`src/rtl/memory_stage_unit.sv`:
```
// Memory stage of the pipeline: issues aligned loads/stores over a simple
// req/ack data-memory port, stalls upstream while an access is outstanding,
// and produces the writeback, branch-redirect and HI/LO results.
//
// Handshake: upstream presents an entry with ValidIn and must hold every
// input stable while StallOut=1; the entry is consumed on the rising edge
// where StallOut=0. Toward memory, MemReq and its address/data/MemWe stay
// constant until the edge on which MemAck=1 is sampled, which completes the
// transfer; MemAck is ignored whenever no request is outstanding.
module memory_stage_unit (
  input  logic        Clk,
  input  logic        Reset,
  input  logic        ValidIn,
  input  logic        BranchIn,
  input  logic        ZeroIn,
  input  logic        MemReadIn,
  input  logic        MemWriteIn,
  input  logic        RegWriteIn,
  input  logic        MemToRegIn,
  input  logic        HiLoWriteIn,
  input  logic [31:0] BranchTargetAddressIn,
  input  logic [63:0] ALUResultIn,
  input  logic [31:0] MemoryWriteDataIn,
  input  logic [4:0]  DestinationRegIn,
  output logic        MemReq,
  output logic        MemWe,
  output logic [31:0] MemAddr,
  output logic [31:0] MemWData,
  input  logic        MemAck,
  input  logic [31:0] MemRData,
  output logic        StallOut,
  output logic        PCSrcOut,
  output logic [31:0] BranchTargetAddressOut,
  output logic        RegWriteOut,
  output logic [31:0] RegisterWriteDataOut,
  output logic [4:0]  DestinationRegOut,
  output logic [31:0] HiOut,
  output logic [31:0] LoOut,
  output logic        MisalignedOut,
  output logic        StateDbg
);

  localparam logic [0:0] IDLE   = 1'b0;
  localparam logic [0:0] ACCESS = 1'b1;

  logic [0:0]  state;
  logic        memOp;
  logic        aligned;
  logic        startAccess;
  logic        latRegWrite;
  logic        latMemToReg;
  logic [4:0]  latDest;
  logic [31:0] latAlu;

  assign memOp       = MemReadIn | MemWriteIn;
  assign aligned     = (ALUResultIn[1:0] == 2'b00);
  assign startAccess = (state == IDLE) && ValidIn && memOp && aligned;
  // Gated by Reset so the stall drops the instant reset is asserted.
  assign StallOut    = Reset && (startAccess || ((state == ACCESS) && !MemAck));
  assign StateDbg    = state;

  // FSM, memory request port and the control latched for the pending access
  always_ff @(posedge Clk or negedge Reset) begin
    if (!Reset) begin
      state       <= IDLE;
      MemReq      <= 1'b0;
      MemWe       <= 1'b0;
      MemAddr     <= '0;
      MemWData    <= '0;
      latRegWrite <= 1'b0;
      latMemToReg <= 1'b0;
      latDest     <= '0;
      latAlu      <= '0;
    end else begin
      case (state)
        IDLE: begin
          if (startAccess) begin
            state       <= ACCESS;
            MemReq      <= 1'b1;
            MemWe       <= MemWriteIn;
            MemAddr     <= ALUResultIn[31:0];
            MemWData    <= MemoryWriteDataIn;
            latRegWrite <= RegWriteIn;
            latMemToReg <= MemToRegIn;
            latDest     <= DestinationRegIn;
            latAlu      <= ALUResultIn[31:0];
          end
        end
        ACCESS: begin
          if (MemAck) begin
            state  <= IDLE;
            MemReq <= 1'b0;
            MemWe  <= 1'b0;
          end
        end
        default: state <= IDLE;
      endcase
    end
  end

  // Writeback, branch redirect, HI/LO and misalignment outputs
  always_ff @(posedge Clk or negedge Reset) begin
    if (!Reset) begin
      PCSrcOut               <= 1'b0;
      BranchTargetAddressOut <= '0;
      RegWriteOut            <= 1'b0;
      RegisterWriteDataOut   <= '0;
      DestinationRegOut      <= '0;
      HiOut                  <= '0;
      LoOut                  <= '0;
      MisalignedOut          <= 1'b0;
    end else begin
      // Pulse outputs default low; data outputs hold unless reloaded.
      RegWriteOut   <= 1'b0;
      PCSrcOut      <= 1'b0;
      MisalignedOut <= 1'b0;
      if (state == ACCESS) begin
        if (MemAck) begin
          RegWriteOut          <= latRegWrite;
          RegisterWriteDataOut <= latMemToReg ? MemRData : latAlu;
          DestinationRegOut    <= latDest;
        end
      end else if (ValidIn) begin
        PCSrcOut               <= BranchIn & ZeroIn;
        BranchTargetAddressOut <= BranchTargetAddressIn;
        if (HiLoWriteIn) begin
          HiOut <= ALUResultIn[63:32];
          LoOut <= ALUResultIn[31:0];
        end
        if (memOp && !aligned) begin
          MisalignedOut <= 1'b1;
        end else if (!memOp) begin
          RegWriteOut          <= RegWriteIn;
          RegisterWriteDataOut <= ALUResultIn[31:0];
          DestinationRegOut    <= DestinationRegIn;
        end
      end
    end
  end

endmodule
```
`config.mk`:
```
export PLATFORM = sky130hd
export DESIGN_NAME = memory_stage_unit
export DESIGN_NICKNAME = d
export VERILOG_FILES = /design/src/rtl/memory_stage_unit.sv
export SDC_FILE = /design/constraint.sdc
export NUM_CORES = 1
export LEC_CHECK = 0
export BUFFER_PORTS_ARGS = -buffer_cell sky130_fd_sc_hd__buf_2
export CAP_MARGIN = 40
export CORE_AREA = 2 2 146 148
export DETAILED_ROUTE_END_ITERATION = 12
export DIE_AREA = 0 0 148 150
export HOLD_SLACK_MARGIN = 0.06
export PLACE_DENSITY_LB_ADDON = 0.12
export SLEW_MARGIN = 25
export SYNTH_ARGS = -nofsm -noshare
export SYNTH_HDL_FRONTEND = slang
export SYNTH_SLANG_ARGS = --single-unit
```
`constraint.sdc`:
```
create_clock -name Clk -period 2.1 [get_ports Clk]
set_clock_uncertainty 0.05 [all_clocks]
set_input_delay 0.315 -clock Clk [delete_from_list [all_inputs] [get_ports Clk]]
set_output_delay 0.315 -clock Clk [all_outputs]
set_load 0.05 [all_outputs]
```
==> results of run 1 <==
-- metrics by stage --
step | utilization | total power [W]
6_report | 0.629 | 0.0150
5_1_grt | 0.629 | 0.0156
4_1_cts | 0.628 | 0.0152
3_5_place_dp | 0.522 | 0.0108
3_3_place_gp | 0.521 | 0.0107
2_1_floorplan | - | 0.00928
-- logic make-up (layout without fill, tap and decap cells) --
logic type,after synthesis,count (layout),share of synthesized area
AO/OA/AOI/OAI,45,45,0.0485
buffers and inverters,36,582,0.0268
flip-flops,210,210,0.619
multiplexers,198,198,0.277
AND/OR/NAND/NOR,54,54,0.0290
-- report_power, final --
group	total (W)	switching, W	internal, W	leakage, nW
combinational	0.00559	0.00385	0.00173	3.63
sequential	0.00532	0.000467	0.00485	2.51
clock	0.00411	0.00162	0.00249	0.375
-- flip-flops by register name, summed over array words and instances (netlist names), 5 cells and up --
register / cells
latDest: 5
latAlu: 32
HiOut: 32
DestinationRegOut: 5
MemWData: 32
BranchTargetAddressOut: 32
LoOut: 32
RegisterWriteDataOut: 32
-- critical path: cells and delay by family (launching register included) --
kind	cells	cell delay (ns)
buffers and inverters	2	0.33
AO/OA/AOI/OAI	1	0.19
AND/OR/NAND/NOR	2	0.26
flip-flops	1	0.38
-- layout make-up --
type	instances	area, µm²
inverters	1	3.75
fillers	1667	7680
clock inverters	8	98.8
repair buffers	539	3560
well taps	275	344
multi-input cells	297	3070
clock buffers	34	679
flip-flops and latches	210	5260
-- layout by cell type (no fill, tap or decap) --
cell type and instances:
mux2_4 44, nor2_1 39, and3_1 1, inv_1 1, o22ai_1 5, clkinvlp_4 2
clkbuf_8 3, nand2_2 1, dfrtp_1 209, nor2b_4 1, buf_4 13, nand2_4 1
buf_16 1, and2_1 2, buf_6 2, nand2b_1 1, nor4b_4 1, dfrtp_2 1
mux2_2 121, or4b_1 1, a21oi_4 1, nand3b_4 1, clkinv_2 3, buf_12 6
a211oi_1 5, nand2_1 4, a32o_1 1, nor3b_1 1, clkinv_4 1, a21boi_4 1
dlygate4sd3_1 139, clkbuf_1 7, clkbuf_16 25, bufinv_16 2, a221o_1 32, mux2i_1 33
buf_2 377
-- routing by layer --
metal / GRT usage / wire, µm
met5: 0 / 0
met4: 0.0514 / 437
met3: 0.0509 / 1680
met2: 0.370 / 12200
met1: 0.265 / 9890
-- worst min path at each step --
| stage | from | end | slack, ns | depth (start not counted) |
|---|---|---|---|---|
| 5_1_grt | MemRData[30] | RegisterWriteDataOut[30] | 0.12 | 4 |
| 4_1_cts | MemRData[11] | RegisterWriteDataOut[11] | 0.09 | 4 |
| 6_report | MemRData[11] | RegisterWriteDataOut[11] | 0.11 | 4 |
| 3_3_place_gp | Reset | MemWData[19] | 0.16 | 1 |
| 2_1_floorplan | Reset | BranchTargetAddressOut[0] | -0.03 | 0 |
| 3_5_place_dp | Reset | MemWData[13] | 0.16 | 1 |
-- timing repair --
action,in CTS,in global routing
setup endpoints to repair,1,1
setup buffers,1,2
pin swaps,0,1
resized for setup,2,1
hold buffers,139,0
endpoints found under the hold margin,258,0
==> key figures, run 1 <==
Outcome
  – Outcome: complete, no violations

Global route
  – Global route overflow: 0
  – Largest net degree at the start of global routing: 106
  – GRT Util Overall: 0.211
  – Antenna violations before repair: 1
  – Vias in the first global route: 6822
  – First-pass GRT wire length: 37300 µm

Placement
  – Placed cell areas: 0.0108 mm²
  – DP Cell Count: 1180
  – Gpl congestion: 0.749
  – DP Wirelength: 16200 µm
  – Worst slack at placement: 0.275 ns
  – IO Port Bufs: 379

Critical path
  – Critical path data arrival time: 1.67 ns
  – Worst-path fanout max: 8
  – Reg2reg start: StateDbg
  – Crit path launch: StateDbg
  – Max incr delay on CP: 0.38 ns
  – Reg2reg setup slack: 0.20 ns
  – Critical path launch point type: register
  – Critical path cell sequence: buf_6, nor2b_4, nand3b_4, a21boi_4, buf_6
  – CP required: 1.74 ns
  – CP max-delay cell: dfrtp_1
  – FF-to-FF End: BranchTargetAddressOut[30]
  – Critical path endpoint: StallOut
  – Reg2reg path depth: 6
  – CP dominant cell by count: buf_6
  – CP endpoint kind: output port
  – Setup Crit Path Kind: register to output port

Yosys
  – Synth cell count leaders: 210 x dfrtp_1, 121 x mux2_2, 44 x mux2_4
  – Post-synthesis async set-or-reset flop share: 1.00
  – Seq/Total Area, Yosys: 0.619
  – Dominant cells by area after synthesis: dfrtp_1 62%, mux2_2 16%, mux2_4 7.8%
  – Syn Area/Cell: 15.6 µm²
  – Dominant cell type by area after synthesis: dfrtp_1
  – Synth warnings: 0
  – Ys flop type: dfrtp_1
  – Synth Instances: 543
  – Share of the synthesized area in the top cell type: 0.619
  – Synthesis-stage register bit count: 210
  – Netlist Area Pre-Place: 0.00849 mm²
  – Most common cell in the netlist: dfrtp_1
  – EDFF count, synth: 0
  – Post-Syn Nets: 719
  – Yosys cell types: 26

Clocking
  – Reg clk slew, reported paths: 0.06 ns
  – Root Driver: clkbuf_16
  – CTS Buffer Depth: 3
  – Later-pin clock latency in the skew report: 0.51 ns
  – Htree depth: 1
  – TritonCTS clock tree: done
  – Total clock sinks: 210
  – CTS buffer count: 24

Power
  – Leak: 6.51 nW
  – Pwr/cell area: 1150 mW/mm²
  – Peak supply drop: 814 µV

Drt
  – Vias/cell: 4.75
  – Routed Antenna Nets: 0
  – Detailed Route WL: 24200 µm
  – DR pass1 iterations: 4
  – Wire per inst: 17.8 µm
  – Vias: 6480
  – DRT iter0 DRCs: 176
  – Post-route DRC: 0

Die
  – Core box area: 0.0207 mm²
  – Die Y: 150 µm
  – Site Rows: 53
  – Io pins: 380
  – Initial Util: 0.411
  – Die area: 0.0222 mm²
  – Chip width: 148 µm

STA
  – Slew Limit Fails: 0
  – Period utilization: 0.971
  – Hold slack: 0.108 ns
  – Fin worst setup slack: 0.0606 ns
  – Slew HR: 0.568
  – RSZ-0062 raised after global routing: no
  – Final Hold Vio Count: 0
  – Setup TNS: 0 ns
  – Min Clock Period, post-route: 2.04 ns
  – FMAX: 490 MHz
  – # setup viols final: 0
  – Slew @ Worst Pin: 0.647 ns

Layout
  – Final non-filler cell total: 1364
  – Net count, final: 1249
  – Layout area overhead: 53.1%
  – Layout cells sized above 1: 0.558
  – Design area: 0.0130 mm²
  – Ant. Diodes: 0

Hold path
  – Hold crit path type: input port to register

Run
  – Max cap viols: 0
(Power assumes the default switching activity.)
==> inputs of run 2 (changes only) <==
CORE_AREA = 2 2 147 149   (was 2 2 146 148)
CTS_BUF_LIST = sky130_fd_sc_hd__clkbuf_4   (was default)
DIE_AREA = 0 0 149 151   (was 0 0 148 150)
==> key figures, run 2 (synthesis gave the netlist of run 1 again) <==
Outcome
  – Outcome: complete, no violations

Clocking
  – CTS buffer count: 56
  – Htree depth: 2
  – Reg clk slew, reported paths: 0.07 ns
  – TritonCTS clock tree: done
  – Later-pin clock latency in the skew report: 0.63 ns
  – Total clock sinks: 210
  – Root Driver: clkbuf_4
  – CTS Buffer Depth: 3

Global route
  – First-pass GRT wire length: 39000 µm
  – Antenna violations before repair: 1
  – Global route overflow: 0
  – GRT Util Overall: 0.220
  – Largest net degree at the start of global routing: 103
  – Vias in the first global route: 7354

Layout
  – Layout area overhead: 56.9%
  – Most frequent cells in the layout: 377 x buf_2, 208 x dfrtp_1, 177 x dlygate4sd3_1, 121 x mux2_2, 86 x clkbuf_4
  – Design area: 0.0133 mm²
  – Net count, final: 1322
  – Commonest non-fill, non-tap cell in the layout: buf_2
  – Layout cells sized above 1: 0.563

Critical path
  – Reg2reg setup slack: 0.08 ns
  – CP bufs+invs: 3
  – CP max-delay cell: dlygate4sd3_1
  – Max incr delay on CP: 0.55 ns
  – CP dominant cell by count: buf_4
  – Reg2reg path depth: 6
  – Critical path cell sequence: nor2b_4, buf_4, buf_4, nand2_4, mux2_2, dlygate4sd3_1
  – FF-to-FF End: LoOut[1]
  – Critical path launch point type: register
  – CP required: 2.57 ns
  – Reg2reg start: StateDbg
  – Worst-path fanout max: 11
  – CP endpoint kind: register
  – Setup Crit Path Kind: register to register
  – Delay-heaviest family, CP: buffers and inverters
  – Critical path data arrival time: 2.50 ns
  – Crit path launch: StateDbg

Power
  – Pwr/cell area: 1080 mW/mm²
  – Sequential group share of total power: 0.369
  – Total power: 0.0144 W
  – Clock power frac: 0.239
  – Comb pwr share: 0.392
  – Peak supply drop: 671 µV
  – Leak: 6.73 nW
  – Sw Share: 0.413
  – Sw power: 0.00596 W
  – Int Pwr: 0.00847 W

STA
  – Slew @ Worst Pin: 0.679 ns
  – Final Hold Vio Count: 0
  – Slew Limit Fails: 0
  – FMAX: 494 MHz
  – Period utilization: 0.964
  – # setup viols final: 0
  – Min Clock Period, post-route: 2.02 ns
  – RSZ-0062 raised after global routing: yes
  – Setup TNS: 0 ns
  – Slew HR: 0.548

Drt
  – DRT iter0 DRCs: 205
  – Post-route DRC: 0
  – DR pass1 iterations: 4
  – Vias: 6887
  – Wire per inst: 17.1 µm
  – Routed Antenna Nets: 0
  – Detailed Route WL: 25000 µm
  – Vias/cell: 4.72

Placement
  – DP Wirelength: 16500 µm
  – IO Port Bufs: 379
  – Gpl congestion: 0.765
  – Placed cell areas: 0.0108 mm²

Hold path
  – Hold crit path type: input port to register
  – Hold Path End: LoOut[2]
  – Hold Crit Depth: 3
  – Hold Path Origin: HiLoWriteIn

Die
  – Die area: 0.0225 mm²
  – Initial Util: 0.408
  – Core box area: 0.0208 mm²
  – Die Y: 151 µm
  – Chip width: 149 µm
  – Site Rows: 53
  – Io pins: 380

Run
  – Max cap viols: 0
run 2: cell count changes in the layout (fill, tap and decap cells not counted), moves of 3 or more:
cell / delta
clkbuf_4: +86
dlygate4sd3_1: +38
clkbuf_16: -25
clkinv_1: +8
clkbuf_1: -7
buf_4: +4
clkinv_2: -3
run 2: worst register-to-register path: cells and delay by family, from the launching register on:
family | cells | cell delay [ns]
buffers and inverters | 3 | 0.80
DFF | 1 | 0.44
and+or+nand+nor | 2 | 0.31
muxes | 1 | 0.31
run 2: final cells by class:
type	count	area, µm²
flip-flops and latches	210	5260
fillers	1641	7490
multi-input cells	297	3070
clock inverters	10	37.5
clock buffers	86	646
diodes	1	2.50
inverters	1	3.75
repair buffers	580	3960
well taps	275	344
run 2: how the worst max path moves through the flow:
stage,depth (start not counted),slack (ns),to
floorplan,6,0.10,StallOut
global placement,3,0.30,RegisterWriteDataOut[13]
detailed placement,4,0.32,RegisterWriteDataOut[18]
CTS,6,0.01,StallOut
global route,4,-0.02,StallOut
finish,6,0.08,LoOut[1]
run 2: repair_timing:
action	CTS	global route
hold buffers	177	0
endpoints found under the setup margin	1	1
buffers inserted	4	1
resized for setup	4	2
endpoints found under the hold margin	416	0
run 2: metrics by stage:
stage                     hold WS (ns)  std cells  setup WS [ns]  utilization
final                            0.150       1460         0.0757        0.640
after global routing             0.104       1460        -0.0156        0.640
after CTS                       0.0888       1458         0.0117        0.639
after detailed placement         0.146       1181          0.316        0.519
after global placement           0.147       1180          0.304        0.518
after floorplan                -0.0306        543          0.103            -
run 2: power groups by stage:
stage                     Sequential [W]  Clock [W]  Combinational [W]
after floorplan                  0.00809          0            0.00119
after global placement           0.00536          0            0.00536
after detailed placement         0.00537          0            0.00541
after CTS                        0.00531    0.00360            0.00569
after global routing             0.00542    0.00381            0.00591
final                            0.00532    0.00345            0.00566
run 2: routing by layer:
metal | up-vias | track usage | routed length [µm]
met3 | 33 | 0.0563 | 1600
met5 | - | 0 | 0
met1 | 3382 | 0.274 | 10300
met2 | 266 | 0.375 | 12600
met4 | 0 | 0.0738 | 495
li1 | 3206 | - | -
